<file path="src/rtl/pgm_fetch_if.sv">
// Bus between the fetch sequencer, the instruction ROM, the Ctrl decoder and the run controller.
// The master modport is the sequencer side; the slave modport is everything around it.
interface pgm_fetch_if #(
    parameter int OPCDE_W = 9,
    parameter int PC_W    = 10,
    parameter int IMD_W   = 5,
    parameter int CNT_W   = 16
);
    logic               start;
    logic [PC_W-1:0]    start_addr;
    logic               imem_en;
    logic [PC_W-1:0]    imem_addr;
    logic [OPCDE_W-1:0] imem_rdata;
    logic [OPCDE_W-1:0] opCde;
    logic               op_vld;
    logic               pgmJmp;
    logic [IMD_W-1:0]   opImd;
    logic               ack;
    logic               busy;
    logic               done;
    logic               pc_wrap;
    logic [CNT_W-1:0]   ret_cnt;

    modport master (
        input  start, start_addr, imem_rdata, pgmJmp, opImd, ack,
        output imem_en, imem_addr, opCde, op_vld, busy, done, pc_wrap, ret_cnt
    );

    modport slave (
        output start, start_addr, imem_rdata, pgmJmp, opImd, ack,
        input  imem_en, imem_addr, opCde, op_vld, busy, done, pc_wrap, ret_cnt
    );
endinterface

</file>
<file path="src/rtl/pgm_fetch.sv">
// Instruction fetch sequencer: FETCH -> LATCH -> EXEC per instruction, relative branches,
// halt on the done opcode, sticky PC-wrap flag and a saturating retired-instruction count.
module pgm_fetch #(
    parameter int OPCDE_W = 9,
    parameter int PC_W    = 10,
    parameter int IMD_W   = 5,
    parameter int CNT_W   = 16
) (
    input  logic          clk,
    input  logic          rst_n,
    pgm_fetch_if.master   bus
);
    typedef enum logic [2:0] {
        S_IDLE,
        S_FETCH,
        S_LATCH,
        S_EXEC,
        S_DONE
    } state_t;

    // Two guard bits above the PC so a signed step exposes both carry and borrow.
    localparam int EXT_W = PC_W + 2;

    state_t             r_state;
    state_t             w_next;
    logic [PC_W-1:0]    r_pc;
    logic [OPCDE_W-1:0] r_opcde;
    logic               r_pc_wrap;
    logic [CNT_W-1:0]   r_ret_cnt;

    logic [EXT_W-1:0]   w_step;
    logic [EXT_W-1:0]   w_sum;
    logic               w_wrap;
    logic               w_start_ok;

    assign w_start_ok = bus.start && (r_state == S_IDLE || r_state == S_DONE);

    // NOTE: sequential state uses non-blocking assignments so every register samples pre-edge values.
    always_ff @(posedge clk) begin
        if (!rst_n) begin
            r_state <= S_IDLE;
        end else begin
            r_state <= w_next;
        end
    end

    // NOTE: w_next gets its default before the case, so no path leaves it unassigned (no latch).
    always_comb begin
        w_next = r_state;
        case (r_state)
            S_IDLE:  if (bus.start) w_next = S_FETCH;
            S_FETCH: w_next = S_LATCH;
            S_LATCH: w_next = S_EXEC;
            S_EXEC:  w_next = bus.ack ? S_DONE : S_FETCH;
            S_DONE:  if (bus.start) w_next = S_FETCH;
            default: w_next = S_IDLE;
        endcase
    end

    // Next PC: sign-extended branch offset or +1; anything landing outside 0..2^PC_W-1 wrapped.
    always_comb begin
        w_step = bus.pgmJmp ? {{(EXT_W-IMD_W){bus.opImd[IMD_W-1]}}, bus.opImd}
                            : EXT_W'(1);
        w_sum  = {2'b00, r_pc} + w_step;
        w_wrap = |w_sum[EXT_W-1:PC_W];
    end

    always_ff @(posedge clk) begin
        if (!rst_n) begin
            r_pc      <= '0;
            r_opcde   <= '0;
            r_pc_wrap <= 1'b0;
            r_ret_cnt <= '0;
        end else begin
            if (w_start_ok) begin
                r_pc      <= bus.start_addr;
                r_pc_wrap <= 1'b0;
                r_ret_cnt <= '0;
            end
            if (r_state == S_LATCH) begin
                r_opcde <= bus.imem_rdata;
            end
            if (r_state == S_EXEC) begin
                if (r_ret_cnt != '1) begin
                    r_ret_cnt <= r_ret_cnt + 1'b1;
                end
                // ack wins over pgmJmp: the PC stays on the done opcode.
                if (!bus.ack) begin
                    r_pc <= w_sum[PC_W-1:0];
                    if (w_wrap) begin
                        r_pc_wrap <= 1'b1;
                    end
                end
            end
        end
    end

    assign bus.imem_en   = (r_state == S_FETCH);
    assign bus.imem_addr = r_pc;
    assign bus.opCde     = r_opcde;
    assign bus.op_vld    = (r_state == S_EXEC);
    assign bus.busy      = (r_state == S_FETCH) || (r_state == S_LATCH) || (r_state == S_EXEC);
    assign bus.done      = (r_state == S_DONE);
    assign bus.pc_wrap   = r_pc_wrap;
    assign bus.ret_cnt   = r_ret_cnt;
endmodule

</file>
<file path="src/flat_wrapper.sv">
// flat-port wrapper written by rule: the top's interface ports become plain ports
module pgm_fetch_flat 
#(
    parameter int OPCDE_W = 9,
    parameter int PC_W    = 10,
    parameter int IMD_W   = 5,
    parameter int CNT_W   = 16
)
  (clk, rst_n, bus_start, bus_start_addr, bus_imem_rdata, bus_pgmJmp, bus_opImd, bus_ack, bus_imem_en, bus_imem_addr, bus_opCde, bus_op_vld, bus_busy, bus_done, bus_pc_wrap, bus_ret_cnt);
  pgm_fetch_if #(.OPCDE_W(OPCDE_W), .PC_W(PC_W), .IMD_W(IMD_W), .CNT_W(CNT_W)) bus_i ();
  input  logic clk;
  input  logic rst_n;
  input wire logic [$bits(bus_i.start)-1:0] bus_start;
  input wire logic [$bits(bus_i.start_addr)-1:0] bus_start_addr;
  input wire logic [$bits(bus_i.imem_rdata)-1:0] bus_imem_rdata;
  input wire logic [$bits(bus_i.pgmJmp)-1:0] bus_pgmJmp;
  input wire logic [$bits(bus_i.opImd)-1:0] bus_opImd;
  input wire logic [$bits(bus_i.ack)-1:0] bus_ack;
  output wire logic [$bits(bus_i.imem_en)-1:0] bus_imem_en;
  output wire logic [$bits(bus_i.imem_addr)-1:0] bus_imem_addr;
  output wire logic [$bits(bus_i.opCde)-1:0] bus_opCde;
  output wire logic [$bits(bus_i.op_vld)-1:0] bus_op_vld;
  output wire logic [$bits(bus_i.busy)-1:0] bus_busy;
  output wire logic [$bits(bus_i.done)-1:0] bus_done;
  output wire logic [$bits(bus_i.pc_wrap)-1:0] bus_pc_wrap;
  output wire logic [$bits(bus_i.ret_cnt)-1:0] bus_ret_cnt;
  assign bus_i.start = bus_start;
  assign bus_i.start_addr = bus_start_addr;
  assign bus_i.imem_rdata = bus_imem_rdata;
  assign bus_i.pgmJmp = bus_pgmJmp;
  assign bus_i.opImd = bus_opImd;
  assign bus_i.ack = bus_ack;
  assign bus_imem_en = bus_i.imem_en;
  assign bus_imem_addr = bus_i.imem_addr;
  assign bus_opCde = bus_i.opCde;
  assign bus_op_vld = bus_i.op_vld;
  assign bus_busy = bus_i.busy;
  assign bus_done = bus_i.done;
  assign bus_pc_wrap = bus_i.pc_wrap;
  assign bus_ret_cnt = bus_i.ret_cnt;
  pgm_fetch #(.OPCDE_W(OPCDE_W), .PC_W(PC_W), .IMD_W(IMD_W), .CNT_W(CNT_W)) u_core (.clk(clk), .rst_n(rst_n), .bus(bus_i));
endmodule
</file>
<file path="config.mk">
export PLATFORM = sky130hd
export DESIGN_NAME = pgm_fetch_flat
export DESIGN_NICKNAME = d
export VERILOG_FILES = /design/src/rtl/pgm_fetch_if.sv /design/src/rtl/pgm_fetch.sv /design/src/flat_wrapper.sv
export SDC_FILE = /design/constraint.sdc
export NUM_CORES = 1
export LEC_CHECK = 0
export CAP_MARGIN = 20
export CORE_MARGIN = 2
export CORE_UTILIZATION = 47
export DETAILED_ROUTE_END_ITERATION = 10
export PLACE_DENSITY = 0.85
export SLEW_MARGIN = 40
export SYNTH_ARGS = -nofsm -noshare
export SYNTH_HDL_FRONTEND = slang
export SYNTH_SLANG_ARGS = --single-unit
</file>
<file path="constraint.sdc">
create_clock -name clk -period 2.8 [get_ports clk]
set_clock_uncertainty 0.1 [all_clocks]
set_input_delay 0.56 -clock clk [delete_from_list [all_inputs] [get_ports clk]]
set_output_delay 0.56 -clock clk [all_outputs]
set_load 0.02 [all_outputs]
</file>
==> impl_results.html <==
<table>
<tr><th>Metric</th><th>Value</th></tr>
<tr><th colspan="2">Worst hold path</th></tr>
<tr><td>Startpoint of the worst hold path</td><td>u_core.bus.pc_wrap$_SDFF_PN0_</td></tr>
<tr><td>Hold WC Path Type</td><td>reg -&gt; reg</td></tr>
<tr><th colspan="2">Global routing</th></tr>
<tr><td>Global route total overflow</td><td>0</td></tr>
<tr><td>Initial antenna violation count</td><td>0</td></tr>
<tr><td>Largest net degree at the start of global routing</td><td>48</td></tr>
<tr><td>Combined global-route utilization of all metal layers</td><td>0.230</td></tr>
<tr><td>Wire length of the first global-routing pass</td><td>10000 um</td></tr>
<tr><td>Vias in the first global route</td><td>2224</td></tr>
<tr><th colspan="2">Logic synthesis</th></tr>
<tr><td>Synthesized area per cell</td><td>8.50 sq um</td></tr>
<tr><td>Sequential-to-total area share from yosys stat</td><td>0.339</td></tr>
<tr><td>Distinct cell type count after synthesis</td><td>58</td></tr>
<tr><td>Flops &amp; latches, synth</td><td>39</td></tr>
<tr><td>Post-synthesis cell count</td><td>271</td></tr>
<tr><td>Async S/R FF share, synth</td><td>0</td></tr>
<tr><td>Yosys warnings</td><td>0</td></tr>
<tr><td>Dominant cell by count in the synthesized netlist</td><td>dfxtp_1</td></tr>
<tr><td>Post-synthesis cell type with the largest combined area</td><td>dfxtp_1</td></tr>
<tr><td>Share of Yosys cell area claimed by the top area cell type</td><td>0.339</td></tr>
<tr><td>Main flop type after synthesis</td><td>dfxtp_1</td></tr>
<tr><td>Area contributors post-synth</td><td>dfxtp_1 (34%), mux2i_1 (5.2%), nand2_1 (4.2%), nor2b_1 (3.5%), nand3_1 (3.5%)</td></tr>
<tr><td>Post-synth EDFFs</td><td>0</td></tr>
<tr><td>Net Count, Synth</td><td>306</td></tr>
<tr><td>Leading post-synthesis cells by instance count</td><td>dfxtp_1 (39), nand2_1 (26), nand3_1 (16)</td></tr>
<tr><td>Netlist area before placement</td><td>2300 sq um</td></tr>
<tr><th colspan="2">Critical path</th></tr>
<tr><td>Critical path fanouts, max</td><td>3</td></tr>
<tr><td>Worst reg2reg path endpoint</td><td>u_core.bus.ret_cnt[7]$_SDFF_PN0_</td></tr>
<tr><td>Data arrival time of the worst path</td><td>2620 ps</td></tr>
<tr><td>Startpoint of the most critical register-to-register path</td><td>u_core.bus.ret_cnt[0]$_SDFF_PN0_</td></tr>
<tr><td>Path type of the worst setup path</td><td>in -&gt; reg</td></tr>
<tr><td>Crit path capture type</td><td>flip-flop</td></tr>
<tr><td>Buffers &amp; Inverters on Critical Path</td><td>2</td></tr>
<tr><td>Cell with the biggest individual delay on the critical path</td><td>clkdlybuf4s50_1</td></tr>
<tr><td>Levels on crit path</td><td>9</td></tr>
<tr><td>Critical path's largest stage delay</td><td>420 ps</td></tr>
<tr><td>Critical path, cell by cell</td><td>clkdlybuf4s50_1 -&gt; or2b_1 -&gt; ha_1 -&gt; a211o_1 -&gt; a21oi_1 -&gt; buf_4 -&gt; mux2i_2 -&gt; mux2i_1 -&gt; a311o_1</td></tr>
<tr><td>Cell family with most CP delay</td><td>compound AO/OA/AOI/OAI gates</td></tr>
<tr><td>End point of the critical path</td><td>u_core.bus.imem_addr[9]$_SDFF_PN0_</td></tr>
<tr><td>Worst Setup Start Kind</td><td>primary input</td></tr>
<tr><td>Worst-case reg-to-reg path depth</td><td>6</td></tr>
<tr><td>Slack of the worst reg-to-reg path</td><td>530 ps</td></tr>
<tr><td>Critical path required time</td><td>2880 ps</td></tr>
<tr><td>Timing startpoint of the critical path</td><td>bus_opImd[0]</td></tr>
<tr><th colspan="2">Die</th></tr>
<tr><td>Die Span X</td><td>74.0 um</td></tr>
<tr><td>Cell row count</td><td>25</td></tr>
<tr><td>Number of I/O pins</td><td>69</td></tr>
<tr><td>Starting density of the core</td><td>0.488</td></tr>
<tr><td>Y dimension of the die</td><td>74.0 um</td></tr>
<tr><td>Total die area</td><td>5480 sq um</td></tr>
<tr><td>Floorplan core area</td><td>4720 sq um</td></tr>
<tr><th colspan="2">Drt</th></tr>
<tr><td>Remaining number of nets flagged by the antenna check after routing</td><td>0</td></tr>
<tr><td>Routed Wire Length</td><td>6060 um</td></tr>
<tr><td>Vias post-DR</td><td>2367</td></tr>
<tr><td>Pre-antenna DRT Iters</td><td>4</td></tr>
<tr><td>Number of remaining DRC errors</td><td>0</td></tr>
<tr><td>Wire length per cell</td><td>14.6 um</td></tr>
<tr><td>Via density</td><td>5.69</td></tr>
<tr><td>Initial detailed-routing violation count</td><td>106</td></tr>
<tr><th colspan="2">Timing</th></tr>
<tr><td>Final slew viol count</td><td>0</td></tr>
<tr><td>Setup repair after global routing missed its margin</td><td>false</td></tr>
<tr><td>Share of the clock period used by the worst path</td><td>0.911</td></tr>
<tr><td>Remaining max-slew budget at the tightest pin</td><td>0.607</td></tr>
<tr><td>Number of failing setup endpoints in the final timing report</td><td>0</td></tr>
<tr><td>Final critical-path required period</td><td>2550 ps</td></tr>
<tr><td>Final hold viol count</td><td>0</td></tr>
<tr><td>Max Freq</td><td>392 MHz</td></tr>
<tr><td>Slew @ Worst Pin</td><td>589 ps</td></tr>
<tr><td>Setup slack after layout</td><td>251 ps</td></tr>
<tr><th colspan="2">Clock network</th></tr>
<tr><td>Resized Gates After CTS</td><td>0</td></tr>
<tr><td>Setup Buffers After CTS</td><td>0</td></tr>
<tr><td>Number of sinks on the clock net</td><td>39</td></tr>
<tr><td>Hold buffer count at CTS</td><td>0</td></tr>
<tr><td>CTS clock-pin slew for the worst setup and hold paths</td><td>70 ps</td></tr>
<tr><td>Number of buffers created by CTS</td><td>5</td></tr>
<tr><td>H-Tree Depth</td><td>2</td></tr>
<tr><td>Cell chosen for the clock root</td><td>clkbuf_8</td></tr>
<tr><td>Clock network latency to the later pin of the worst-skew pair</td><td>280 ps</td></tr>
<tr><td>Longest Clk Path Bufs</td><td>2</td></tr>
<tr><td>CTS tree</td><td>yes</td></tr>
<tr><th colspan="2">Finish</th></tr>
<tr><td>Final instance count without filler cells</td><td>416</td></tr>
<tr><td>Count of antenna diodes in the layout</td><td>0</td></tr>
<tr><td>Finished layout cell area</td><td>3240 sq um</td></tr>
<tr><td>NumNets Final</td><td>384</td></tr>
<tr><td>Synthesis-to-finish area growth</td><td>40.7%</td></tr>
<tr><td>Fill count</td><td>387</td></tr>
<tr><td>Share of cells above drive strength 1</td><td>0.0888</td></tr>
<tr><th colspan="2">Outcome</th></tr>
<tr><td>Run status</td><td>finished clean</td></tr>
<tr><th colspan="2">Placement</th></tr>
<tr><td>Worst setup timing slack at the placement stage</td><td>-176 ps</td></tr>
<tr><td>Placed instance area</td><td>3140 sq um</td></tr>
<tr><td>Number of placed instances with taps included</td><td>409</td></tr>
<tr><td>IO Port Bufs</td><td>68</td></tr>
<tr><td>Global placement routability congestion</td><td>0.823</td></tr>
<tr><td>Detailed-placement wirelength estimate</td><td>4470 um</td></tr>
<tr><th colspan="2">Power</th></tr>
<tr><td>Maximum ir drop on the vdd rail</td><td>0.000460 V</td></tr>
<tr><td>Power per standard cell area</td><td>591 nW/um^2</td></tr>
<tr><td>Sequential share of power</td><td>0.376</td></tr>
<tr><td>Switching Fraction</td><td>0.364</td></tr>
<tr><td>Internal portion of total power</td><td>1.22 mW</td></tr>
<tr><td>Comb power frac</td><td>0.425</td></tr>
<tr><td>Reported leakage power</td><td>1.25 nW</td></tr>
<tr><td>Switching power</td><td>698 uW</td></tr>
<tr><td>Relative contribution of the clock network to total power</td><td>0.199</td></tr>
<tr><th colspan="2">Flow run</th></tr>
<tr><td>Max cap viols</td><td>0</td></tr>
</table>
## routing by layer
metal | vias to the layer above | global-route usage | wire, um | part of all wire
met5 | - | 0 | 0 | 0
met4 | 0 | 0.0525 | 36 | 0.0059
met3 | 5 | 0.0501 | 345 | 0.057
met2 | 77 | 0.399 | 2940 | 0.48
met1 | 1111 | 0.293 | 2740 | 0.45
li1 | 1174 | - | - | -
## per-stage QoR
| step | hold WS [ps] | power (mW) | util | setup TNS [ps] |
|---|---|---|---|---|
| 2_1_floorplan | 367 | 1.20 | - | 0 |
| 3_3_place_gp | 360 | 1.52 | 0.666 | -237 |
| 3_5_place_dp | 393 | 1.54 | 0.666 | -681 |
| 4_1_cts | 404 | 1.92 | 0.684 | 0 |
| 5_1_grt | 407 | 2.03 | 0.686 | 0 |
| 6_report | 398 | 1.92 | 0.686 | 0 |
## flip-flops by register name, indices dropped and copies added (netlist names)
register and count:
u_core.bus.ret_cnt 16, u_core.bus.imem_addr 10, u_core.r_state 3, u_core.bus.opCde 9, u_core.bus.pc_wrap 1
## power groups by stage
stage               registers, mW  logic (mW)  clock network, mW
finish                      0.720       0.815              0.382
global route                0.729       0.886              0.414
CTS                         0.717       0.815              0.390
detailed placement          0.728       0.810                  0
global placement            0.725       0.794                  0
floorplan                   0.772       0.423                  0
## placed cells by master (no fill, tap or decap), types with 5 or more instances in the layout
cell type and n:
nor3_1 5, nand3_1 16, nand4_1 5, clkbuf_8 6, inv_1 7, clkdlybuf4s50_1 67
ha_1 5, nand2_1 26, nor2b_1 12, nor3b_1 7, a21oi_1 9, mux2i_1 11
o21a_1 6, o211ai_1 5, and3_1 12, nor2_1 14, buf_4 14, dfxtp_1 39
a21o_1 6
## worst register-to-register path: cells and delay by family, from the launching register on
family	cells	cell delay, ps
and+or+nand+nor	2	420
adders and majority gates	1	280
DFF	1	460
AOI/OAI and AO/OA	3	920
## how the worst min path moves through the flow
stage / to / slack, ps / depth (start not counted)
after floorplan: u_core.r_state[1]$_SDFFE_PN0P_ / 370 / 1
after global placement: u_core.bus.pc_wrap$_SDFF_PN0_ / 360 / 2
after detailed placement: u_core.bus.pc_wrap$_SDFF_PN0_ / 390 / 2
after CTS: u_core.bus.pc_wrap$_SDFF_PN0_ / 400 / 2
after global routing: u_core.bus.pc_wrap$_SDFF_PN0_ / 410 / 2
final: u_core.bus.pc_wrap$_SDFF_PN0_ / 400 / 2
## cells by family after synthesis
group | count (synthesis) | synth area share
muxes | 13 | 0.0570
AOI/OAI and AO/OA | 66 | 0.210
DFF | 39 | 0.339
xor gates and xnor gates | 4 | 0.0152
adders and majority gates | 6 | 0.0359
and+or+nand+nor | 123 | 0.309
buffers and inverters | 20 | 0.0342
## final cells by class
cell class	count	area, sq um	share of cell area
Inverter	8	30.0	0.00927
Sequential cell	39	781	0.241
Multi-Input combinational cell	212	1450	0.447
Clock buffer	6	82.6	0.0255
Tap cell	67	83.8	0.0259
Clock inverter	1	5.00	0.00154
Timing Repair Buffer	83	808	0.249
No activity file was read; power rests on OpenSTA's default activity.
